===== config.mk =====
export PLATFORM = sky130hd
export DESIGN_NAME = acc_cpu_core
export DESIGN_NICKNAME = d
export VERILOG_FILES = /design/src/rtl/acc_cpu_core.sv
export SDC_FILE = /design/constraint.sdc
export NUM_CORES = 1
export LEC_CHECK = 0
export ABC_AREA = 1
export CORE_ASPECT_RATIO = 1.4
export CORE_UTILIZATION = 40
export CTS_BUF_LIST = sky130_fd_sc_hd__clkbuf_4 sky130_fd_sc_hd__clkbuf_8
export DETAILED_ROUTE_END_ITERATION = 16
export GPL_TIMING_DRIVEN = 0
export PLACE_DENSITY = 0.61
export SLEW_MARGIN = 10
export SYNTH_ARGS = -nofsm -noshare
export SYNTH_HDL_FRONTEND = slang
export SYNTH_SLANG_ARGS = --single-unit

===== constraint.sdc =====
create_clock -name clk_in -period 1.8 [get_ports clk_in]
set_input_delay 0.27 -clock clk_in [delete_from_list [all_inputs] [get_ports clk_in]]
set_output_delay 0.27 -clock clk_in [all_outputs]
set_load 0.05 [all_outputs]

===== src/rtl/acc_cpu_core.sv =====
// Multi-cycle accumulator CPU core with a ready-handshaked memory bus.
// Instructions run FETCH -> DECODE -> (LOAD | STORE | FETCH); bus outputs are decoded from state.
module acc_cpu_core #(
  parameter int          WIDTH    = 16,
  parameter int          A_WIDTH  = 8,
  parameter int unsigned RESET_PC = 0
) (
  input  logic               clk_in,
  input  logic               rst_in,
  output logic [A_WIDTH-1:0] mem_addr,
  output logic               mem_rd,
  output logic               mem_wr,
  output logic [WIDTH-1:0]   mem_wdata,
  input  logic [WIDTH-1:0]   mem_rdata,
  input  logic               mem_ready,
  input  logic               resume,
  output logic               halt,
  output logic               zero,
  output logic               carry,
  output logic [A_WIDTH-1:0] pc_out,
  output logic [WIDTH-1:0]   acc_out
);

  localparam logic [2:0] S_BOOT   = 3'd0;
  localparam logic [2:0] S_FETCH  = 3'd1;
  localparam logic [2:0] S_DECODE = 3'd2;
  localparam logic [2:0] S_LOAD   = 3'd3;
  localparam logic [2:0] S_STORE  = 3'd4;
  localparam logic [2:0] S_HALT   = 3'd5;

  localparam logic [2:0] OP_HLT = 3'd0;
  localparam logic [2:0] OP_SKZ = 3'd1;
  localparam logic [2:0] OP_ADD = 3'd2;
  localparam logic [2:0] OP_AND = 3'd3;
  localparam logic [2:0] OP_XOR = 3'd4;
  localparam logic [2:0] OP_LDA = 3'd5;
  localparam logic [2:0] OP_STO = 3'd6;
  localparam logic [2:0] OP_JMP = 3'd7;

  localparam logic [A_WIDTH-1:0] RESET_PC_A = A_WIDTH'(RESET_PC);
  localparam logic [A_WIDTH-1:0] PC_ONE     = A_WIDTH'(1);

  logic [2:0]         state;
  logic [2:0]         state_nxt;
  logic [A_WIDTH-1:0] pc;
  logic [A_WIDTH-1:0] pc_nxt;
  logic [WIDTH-1:0]   acc;
  logic [2:0]         ir_op;
  logic [A_WIDTH-1:0] ir_addr;
  logic [WIDTH:0]     alu_res;

  // Returns {carry, acc}; only ADD produces a new carry, the rest pass c_in through.
  function automatic logic [WIDTH:0] alu_exec(
    input logic [2:0]       op,
    input logic [WIDTH-1:0] a,
    input logic [WIDTH-1:0] b,
    input logic             c_in
  );
    logic [WIDTH:0] r;
    r = {c_in, a};
    case (op)
      OP_ADD:  r = {1'b0, a} + {1'b0, b};
      OP_AND:  r = {c_in, a & b};
      OP_XOR:  r = {c_in, a ^ b};
      OP_LDA:  r = {c_in, b};
      default: r = {c_in, a};
    endcase
    return r;
  endfunction

  assign alu_res = alu_exec(ir_op, acc, mem_rdata, carry);

  always_comb begin
    state_nxt = state;
    pc_nxt    = pc;
    case (state)
      S_BOOT:  state_nxt = S_FETCH;
      S_FETCH: begin
        if (mem_ready) begin
          state_nxt = S_DECODE;
          pc_nxt    = pc + PC_ONE;
        end
      end
      S_DECODE: begin
        case (ir_op)
          OP_HLT: state_nxt = S_HALT;
          OP_SKZ: begin
            state_nxt = S_FETCH;
            if (zero) pc_nxt = pc + PC_ONE;
          end
          OP_JMP: begin
            state_nxt = S_FETCH;
            pc_nxt    = ir_addr;
          end
          OP_STO:  state_nxt = S_STORE;
          default: state_nxt = S_LOAD;
        endcase
      end
      S_LOAD, S_STORE: begin
        if (mem_ready) state_nxt = S_FETCH;
      end
      S_HALT: begin
        if (resume) state_nxt = S_FETCH;
      end
      default: state_nxt = S_BOOT;
    endcase
  end

  always_ff @(posedge clk_in or negedge rst_in) begin
    if (!rst_in) begin
      state   <= S_BOOT;
      pc      <= RESET_PC_A;
      acc     <= '0;
      carry   <= 1'b0;
      ir_op   <= '0;
      ir_addr <= '0;
    end else begin
      state <= state_nxt;
      pc    <= pc_nxt;
      if (state == S_FETCH && mem_ready) begin
        ir_op   <= mem_rdata[WIDTH-1 -: 3];
        ir_addr <= mem_rdata[A_WIDTH-1:0];
      end
      if (state == S_LOAD && mem_ready) begin
        {carry, acc} <= alu_res;
      end
    end
  end

  // Bus signals depend on state alone, so they hold steady across wait states
  // and drop immediately when reset forces the FSM back to BOOT.
  always_comb begin
    mem_rd   = 1'b0;
    mem_wr   = 1'b0;
    mem_addr = ir_addr;
    case (state)
      S_FETCH: begin
        mem_rd   = 1'b1;
        mem_addr = pc;
      end
      S_LOAD:  mem_rd = 1'b1;
      S_STORE: mem_wr = 1'b1;
      default: ;
    endcase
  end

  assign mem_wdata = acc;
  assign halt      = (state == S_HALT);
  assign zero      = (acc == '0);
  assign pc_out    = pc;
  assign acc_out   = acc;

endmodule

* Word level (Yosys, flattened, before mapping)
Cells that the tools add are included.
Word-level totals: output and inout bits 53, bits of input ports 20, register bits 39
Operators by class: add/subtract/negate cells 2, reductions and logical operators 14, bitwise logic cells 5, eq/ne operators 17, mux-type cells 13
Operators by type and width (count):
- 17-bit one-hot mux with 4 select lines | 1
- 8-bit one-hot mux with 2 select lines | 2
- 8-bit two-way mux | 3
- 3-bit == test, second input constant | 6
- 16-bit by 16-bit adder with 17-bit output | 1
- 16-bit bitwise AND | 1
- 16-bit zero test | 1
- 16-bit XOR | 1
- 3-bit one-hot mux with 5 select lines | 1
- 3-bit by 2-bit == test with 1-bit output, second input constant | 4
- 3-bit two-way mux | 3
- 3-bit one-hot mux with 3 select lines | 1
- 8-bit by 1-bit adder with 8-bit output, second input constant | 1
- 3-bit by 1-bit == test with 1-bit output, second input constant | 2
- 3-bit zero test | 2
- 2-bit != test, second input constant | 3
- 2-bit OR reduction | 3
- 5-bit AND reduction | 1
- 4-bit AND reduction | 1
- 4-bit nonzero test | 1
- 3-bit by 2-bit != test with 1-bit output, second input constant | 1
- 3-bit != test, second input constant | 1
- 1-bit inverter | 3
- 3-bit AND reduction | 1
- 4 further kinds | 6

* Depth between registers and ports, before layout
Gate-level depths: netlist (run 1).
depth after elaboration 4, mapped depth 11

* Least setup slack after synthesis (run 1)
Ideal clock, no wire load.
path type reg-to-output, start register acc[7] (netlist: acc_out[7]), end output port zero, required time 1.530 ns, buffers on the path 0, path slack -0.849 ns, cell stages (with the launch flop) 4, arrival time 2.379 ns, cell sequence dfrtp_1 > nor2_1 > nand2_1 > nor4_1
Between the ends: cells in the longest elaborated chain, start to end 1
Ends and longest elaborated chain:
- start: declaration | RTL line 47 | logic [WIDTH-1:0] acc;
- start signal: assignment | RTL line 125 | {carry, acc} <= alu_res;
- 16-bit zero test | RTL line 149 | assign zero = (acc == '0);
- end: declaration | RTL line 18 | output logic zero,
Every way passes these cells.

* Worst setup path after layout (run 1)
start register acc[2] (netlist: acc_out[2]), end output port zero
The elaborated chain is that of the path after synthesis.

==> results of run 1 <==
-- Yosys cell counts, drive strengths merged --
cell	count	area share
ha	17	0.062
nor2	52	0.062
o21ai	30	0.048
nor3	7	0.015
nor4	2	0.0036
o221ai	6	0.015
o211ai	2	0.0044
nand3	38	0.057
buf	23	0.052
mux2	4	0.013
clkbuf	3	0.0033
nand2	150	0.18
a211oi	6	0.016
nand4	4	0.0073
dfrtp	39	0.28
a21oi	33	0.049
fa	1	0.0058
o2111ai	1	0.0025
a31oi	3	0.0054
mux2i	2	0.0058
inv	76	0.084
clkinv	1	0.0011
xor2	6	0.015
o22ai	7	0.013
-- repair_timing --
| action | 4_1_cts | 5_1_grt |
|---|---|---|
| endpoints found under the hold margin | 13 | 0 |
| buffers inserted | 3 | 5 |
| hold buffers | 1 | 0 |
| gates resized for setup | 119 | 47 |
| setup endpoints to repair | 58 | 28 |
| pin swaps | 2 | 6 |
| gates cloned | 0 | 1 |
-- final timing paths --
| path | from | cells past startpoint | to |
|---|---|---|---|
| setup / recovery | acc_out[2] | 4 | zero |
| hold reg to reg | ir_addr[0] | 2 | ir_addr[0] |
| setup reg to reg | acc_out[0] | 11 | acc_out[12] |
| max in group asynchronous | rst_in | 3 | state[2] |
| hold / removal | mem_rdata[6] | 3 | ir_addr[6] |
| min in group asynchronous | rst_in | 2 | pc_out[1] |
-- routing by layer --
layer	share of wire	vias to the layer above	track usage
met4	0.020	0	0.0798
met3	0.034	16	0.0295
met1	0.41	1702	0.271
met2	0.54	81	0.456
met5	0	-	0
li1	-	1829	-
-- final cells by class --
class | count | area [um^2] | area share
plain buffers | 25 | 211 | 0.0436
clock inverters | 3 | 43.8 | 0.00903
multi-input cells | 371 | 2320 | 0.478
repair buffers | 83 | 788 | 0.163
clock buffers | 5 | 68.8 | 0.0142
well taps | 102 | 128 | 0.0263
inverters | 77 | 300 | 0.0619
flip-flops and latches | 39 | 991 | 0.204
-- sequential cells by signal, indices dropped and copies added, names as in the netlist --
register and count:
carry 1, ir_op 3, pc_out 8, ir_addr 8
state 3, acc_out 16
-- stage by stage --
step / setup slack (ns) / setup TNS [ns] / util / hold slack (ns)
detailed placement: -0.511 / -9.78 / 0.537 / 0.215
CTS: -0.0117 / -0.0202 / 0.559 / 0.413
global placement: -0.899 / -39.69 / 0.535 / 0.493
global route: -0.0243 / -0.0660 / 0.588 / 0.354
floorplan: -0.0195 / -0.0665 / - / -0.0256
finish: 0.0235 / 0 / 0.588 / 0.329
-- cell families after synthesis --
family / after synthesis / synth area share
multiplexers: 6 / 0.0189
AND/OR/NAND/NOR: 253 / 0.321
AO/OA/AOI/OAI: 88 / 0.153
flip-flops: 39 / 0.283
adder cells (fa/ha/maj): 18 / 0.0675
buffers and inverters: 103 / 0.141
XOR/XNOR: 6 / 0.0153
-- worst reg2reg max path, stage by stage, from the launching register on --
cell     delay [ns]
dfrtp_2        0.40
ha_4           0.15
inv_1          0.06
fa_2           0.36
inv_2          0.08
nand3_2        0.08
nand3_2        0.11
nand3_2        0.11
nand3_1        0.09
nand2_1        0.05
nand3_1        0.09
a21oi_2        0.06
==> flow_metrics.tcl, run 1 <==
set metrics [dict create \
    status "complete, no violations" \
    cts-buffers-inserted 5 \
    grt_max_degree 27 \
    finalSetupViolations 0 \
    critPathTopFamily "simple AND/OR/NAND/NOR gates" \
    yosysWarnings 0 \
    num_rows 39 \
    dp.cells 688 \
    hp-class "in -> reg" \
    grt.total_usage 0.242 \
    nets 640 \
    first_iter_violations 165 \
    drc 0 \
    post-dp-hpwl_um 8010 \
    layout_common_cells "139 x nand2_1, 66 x inv_1, 43 x nor2_1" \
    syn_inst 513 \
    grt_pass1_vias 3604 \
    critPathMaxFanout 5 \
    grt_pass1_wl_um 16900 \
    drv_slew 0 \
    grt_setup_unrepaired "true" \
    cts_tree "done" \
    die_area_um2 8990 \
    skew_ns 0.00589 \
    final_cells 705 \
    slew_headroom 0.652 \
    ys_seq_area_frac 0.283 \
    grt_overflow_total 0 \
    place_area_um2 4430 \
    fin_area_um2 4850 \
    cts_root_buffer "clkbuf_8" \
    drv_cap 0 \
    hold_violations 0 \
    drive_gt1_frac 0.247 \
    fin_crit_sh 0.987 \
    wl_um 10500 \
    path_class "reg -> out" \
    antenna_found_initial 0 \
    path_cells "nor2_2 > nand3_2 > nor4_4 > buf_6" \
    fmax_ghz 0.563 \
    antenna_cells 0 \
    slowest_delay_ns 0.45 \
    endpoint_kind "output port" \
    syn_to_final_growth_pct 40.7 \
    avgSynthCellArea_um2 6.72 \
    synth_cell_type_count 39 \
    portBuffers 72 \
    arrival_ns 1.51 \
    worst_slew_pin_slew_ns 0.525 \
    core-area_um2 8250 \
    cts.htree.levels 2 \
    via_count 3628 \
    syn_nets 551 \
    clk_latency_ns 0.31 \
    r2r_setup_slack_ns 0.06 \
    cts.sinks 39 \
    netlist_area_um2 3450 \
    avgRoutedWirePerCell_um 14.9 \
    fp.dieW_um 80.4 \
    initial_utilization 0.418 \
    layout_commonest_cell "nand2_1" \
    die_h_um 112 \
    gp_congestion 0.931 \
    cts_buffer_depth 2 \
    drt-pass1-iter-count 4 \
    cp-start-kind "flip-flop" \
    cp_slowest_cell "dfrtp_2" \
    ioPinCount 73 \
    path_buf_inv 1 \
    crit_required_ns 1.53 \
    fill_cells 832 \
    yosys_register_bits 39 \
    viasPerCell 5.15 \
    finalCriticalPeriod_ns 1.78 \
    clk_pin_slew_ns 0.09 \
    ant_nets 0 \
]
Power of run 1 is not shown: default switching activity piles up to over one toggle a cycle in this logic, so the estimate is an artifact.
==> run 2, diff against run 1 <==
- CAP_MARGIN: default -> 0
- clock period: 1.8 -> 1.73 ns (I/O delays scaled with it)
==> run 2 against run 1 <==
  * The flow now finishes with violations (setup timing)
  * Count of clock-buffer cells in the layout did not move
  * First-iteration DRC count rose by 7.9%
  * Worst setup slack lost 0.084 ns
  * Critical path type unchanged
  * Sequential share of layout area shrank 0.21 points
  * Wire length is 0.57% lower
  * Register-to-register slack worse by 0.06 ns
==> flow_metrics.tcl, run 2 (synthesized netlist as in run 1, its figures left out) <==
set metrics [dict create \
    status "complete, but fails checks" \
    violations "setup timing" \
    layout_commonest_cell "nand2_1" \
    fmax_ghz 0.559 \
    finalCriticalPeriod_ns 1.79 \
    initial_utilization 0.418 \
    cts-buffers-inserted 5 \
    drv_cap 0 \
    ant_nets 0 \
    num_rows 39 \
    drive_gt1_frac 0.286 \
    fp.dieW_um 80.4 \
    dp.cells 688 \
    grt_setup_unrepaired "true" \
    die_area_um2 8990 \
    critPathMaxFanout 5 \
    grt_max_degree 28 \
    finalSetupViolations 3 \
    post-dp-hpwl_um 8000 \
    antenna_found_initial 0 \
    viasPerCell 5.20 \
    die_h_um 112 \
    layout_common_cells "125 x nand2_1, 66 x inv_1, 42 x nor2_1" \
    cts.htree.levels 2 \
    grt.total_usage 0.247 \
    cp-start-kind "flip-flop" \
    via_count 3693 \
    fin_crit_sh 1.03 \
    drt-pass1-iter-count 7 \
    ioPinCount 73 \
    grt_pass1_vias 3607 \
    grt_overflow_total 0 \
    place_area_um2 4450 \
    finalWorstSetupSlack_ns -0.0605 \
    nets 645 \
    hp-class "in -> reg" \
    clk_latency_ns 0.31 \
    cts.sinks 39 \
    clk_pin_slew_ns 0.09 \
    drc 0 \
    avgRoutedWirePerCell_um 14.7 \
    cts_tree "done" \
    path_class "reg -> out" \
    hold_violations 0 \
    worst_slew_pin_slew_ns 0.499 \
    skew_ns 0.00961 \
    syn_to_final_growth_pct 43.1 \
    slew_headroom 0.669 \
    final_cells 710 \
    core-area_um2 8250 \
    crit_required_ns 1.47 \
    wl_um 10400 \
    arrival_ns 1.53 \
    cts_root_buffer "clkbuf_8" \
    grt_pass1_wl_um 17200 \
    antenna_cells 0 \
    portBuffers 72 \
    post-route-util 0.598 \
    drv_slew 0 \
    endpoint_kind "output port" \
    post-place-ws_ns -0.535 \
    fin_area_um2 4930 \
    first_iter_violations 178 \
    largest_reg_flops 16 \
    cts_buffer_depth 2 \
    gp_congestion 0.914 \
]
run 2: cell types whose count changed in the layout (fill, tap and decap cells not counted), moves of 3 or more:
cell | before | now
buf_4 | 28 | 33
a21oi_2 | 9 | 6
nand2_2 | 7 | 17
buf_8 | 0 | 4
ha_4 | 12 | 8
dlymetal6s2s_1 | 10 | 3
inv_4 | 1 | 4
nand2_1 | 139 | 125
ha_1 | 4 | 7
nand2_4 | 3 | 7
buf_2 | 3 | 6
dfrtp_1 | 27 | 22
dfrtp_2 | 12 | 17
run 2: cell type report:
cell class / count / area [um^2]
sequential: 39 / 997
clock buffer: 5 / 68.8
buffer: 25 / 215
clock inverter: 3 / 43.8
fill: 792 / 3320
tap: 102 / 128
inverter: 77 / 304
timing repair buffer: 88 / 823
multi-input combinational: 371 / 2350
run 2: metrics by stage:
step / TNS, ns / hold slack [ns]
final: -0.0721 / 0.346
after global routing: -1.05 / 0.373
after CTS: -0.216 / 0.400
after detailed placement: -10.44 / 0.197
after global placement: -42.98 / 0.494
after floorplan: -0.295 / -0.0361
run 2: critical path, cell delays in order, from the launching register on:
cell     delay, ns
dfrtp_2       0.44
nor2_2        0.15
nand2_4       0.08
nor4_4        0.34
buf_6         0.21
run 2: what timing repair did:
item,CTS,global route
gates resized for setup,147,52
setup endpoints to repair,66,31
endpoints found under the hold margin,12,0
pin swaps,5,11
gates cloned,1,0
setup buffers,6,7
hold buffers,1,0
run 2: final timing paths:
kind,from,endpoint,slack (ns),cells past startpoint
min in group asynchronous,rst_in,pc_out[1],0.37,2
max,acc_out[11],zero,-0.06,4
max in group asynchronous,rst_in,acc_out[14],0.86,3
max reg2reg,acc_out[1],acc_out[11],0,10
min,mem_rdata[5],ir_addr[5],0.35,2
min reg2reg,ir_addr[6],ir_addr[6],0.53,2
run 2: metal layers:
layer	routed length, um	part of all wire	up-vias	track usage
met5	0	0	-	0
met4	195	0.019	0	0.0917
met3	400	0.038	11	0.0279
met2	5640	0.54	92	0.445
met1	4210	0.40	1743	0.293
li1	-	-	1847	-
Power of run 2 is left out for the same reason.
==> run 3, diff against run 2 <==
- CORE_ASPECT_RATIO: 1.4 -> 0.6
==> run 3 against run 2 <==
  * The flow still finishes with violations (setup timing)
  * Fmax fell by 0.72%
  * Core utilization rose by 5.5 points
  * Hold slack got worse by 0.0077 ns
  * Via count rose by 4.0%
  * Critical endpoint is now mem_addr[3]
  * Clock skew fell by 0.0025 ns
  * Die area barely moved
  * Worst setup slack got worse by 0.013 ns
  * Non-clock buffer count rose by 10
  * Critical path type unchanged
  * First-iteration DRC count rose by 68%
  * Count of clock-buffer cells in the layout rose by 1
==> flow_metrics.tcl, run 3 (synthesized netlist as in run 1, its figures left out) <==
set metrics [dict create \
    post-dp-hpwl_um 8570 \
    drive_gt1_frac 0.383 \
    drv_slew 0 \
    syn_to_final_growth_pct 53.4 \
    grt_setup_unrepaired "true" \
    worstHoldStart "mem_rdata[4]" \
    grt_pass1_wl_um 18000 \
    cts-buffers-inserted 5 \
    first_iter_violations 299 \
    slew_headroom 0.663 \
    finalCriticalPeriod_ns 1.80 \
    ioPinCount 73 \
    fin_area_um2 5290 \
    antenna_cells 0 \
    place_area_um2 4460 \
    clk_latency_ns 0.32 \
    arrival_ns 1.54 \
    die_area_um2 9000 \
    fin_crit_sh 1.04 \
    fp.dieW_um 122 \
    portBuffers 72 \
    grt_overflow_total 0 \
    fmax_ghz 0.554 \
    finalWorstSetupSlack_ns -0.0735 \
    drc 0 \
    timing.rr.start "state[0]" \
    num_rows 25 \
    status "complete, but fails checks" \
    grt.total_usage 0.266 \
    path_class "reg -> out" \
    ant_nets 0 \
    cts.htree.levels 2 \
    grt_max_degree 27 \
    hold_violations 0 \
    clk_pin_slew_ns 0.09 \
    crit_required_ns 1.47 \
    drv_cap 0 \
    critPathMaxFanout 5 \
    cts_root_buffer "clkbuf_8" \
    violations "setup timing" \
    viasPerCell 5.29 \
    skew_ns 0.00711 \
    layout_commonest_cell "nand2_1" \
    nets 655 \
    hp-class "in -> reg" \
    cts.sinks 39 \
    initial_utilization 0.425 \
    layout_common_cells "101 x nand2_1, 61 x inv_1, 42 x buf_4" \
    core-area_um2 8100 \
    finalSetupViolations 9 \
    gp_congestion 0.914 \
    drt-pass1-iter-count 5 \
    crit_start "state[0]" \
    final_cells 726 \
    cts_tree "done" \
    largest_reg_flops 16 \
    cts_buffer_depth 2 \
    grt_pass1_vias 3492 \
    dp.cells 694 \
    cp-start-kind "flip-flop" \
    die_h_um 73.9 \
    endpoint_kind "output port" \
    via_count 3840 \
    antenna_found_initial 0 \
    wl_um 12000 \
    worst_slew_pin_slew_ns 0.507 \
    avgRoutedWirePerCell_um 16.5 \
]
==> run 3: what timing repair did <==
item	in CTS	in global routing
gates resized for setup	149	115
cloned	1	1
pin swaps	7	36
endpoints found under the setup margin	68	32
hold buffers	1	0
buffers inserted	7	16
hold endpoints to repair	13	0
==> run 3: through the flow <==
step           TNS, ns  setup WS [ns]  hold slack, ns   util
3_5_place_dp    -10.47         -0.543           0.195  0.551
2_1_floorplan   -0.295        -0.0708         -0.0361      -
3_3_place_gp    -39.61         -0.856           0.507  0.549
5_1_grt          -1.32         -0.120           0.342  0.653
4_1_cts         -0.450        -0.0664           0.390  0.584
6_report        -0.444        -0.0735           0.339  0.653
==> run 3: worst paths after layout <==
check                              end  depth (start not counted)  slack (ns)
max                        mem_addr[3]                          7       -0.07
min                         ir_addr[4]                          2        0.34
max reg2reg                 acc_out[9]                         10        0.01
min reg2reg                      carry                          2        0.52
max in group asynchronous   acc_out[4]                          3        0.87
min in group asynchronous        carry                          2        0.38
==> run 3: layout make-up <==
type | count | area [um^2]
inverter | 77 | 297
timing repair buffer | 98 | 921
tap | 108 | 135
multi-input combinational | 371 | 2600
clock inverter | 2 | 35.0
buffer | 25 | 215
clock buffer | 6 | 82.6
fill | 717 | 2820
sequential | 39 | 1000
==> run 3: layer usage <==
metal / track usage / share of wire / up-vias
met5: 0 / 0 / -
met4: 0.0686 / 0.013 / 0
met3: 0.0637 / 0.073 / 15
met2: 0.378 / 0.41 / 159
met1: 0.397 / 0.50 / 1805
li1: - / - / 1861
==> run 3: worst max-delay path: stages, from the launching register on <==
cell and delay, ns:
dfrtp_1 0.38, inv_2 0.06, nor2_4 0.15, nand2_4 0.13, buf_4 0.19, nand2_1 0.10
o21ai_4 0.06, buf_6 0.15
Power of run 3 is left out for the same reason.
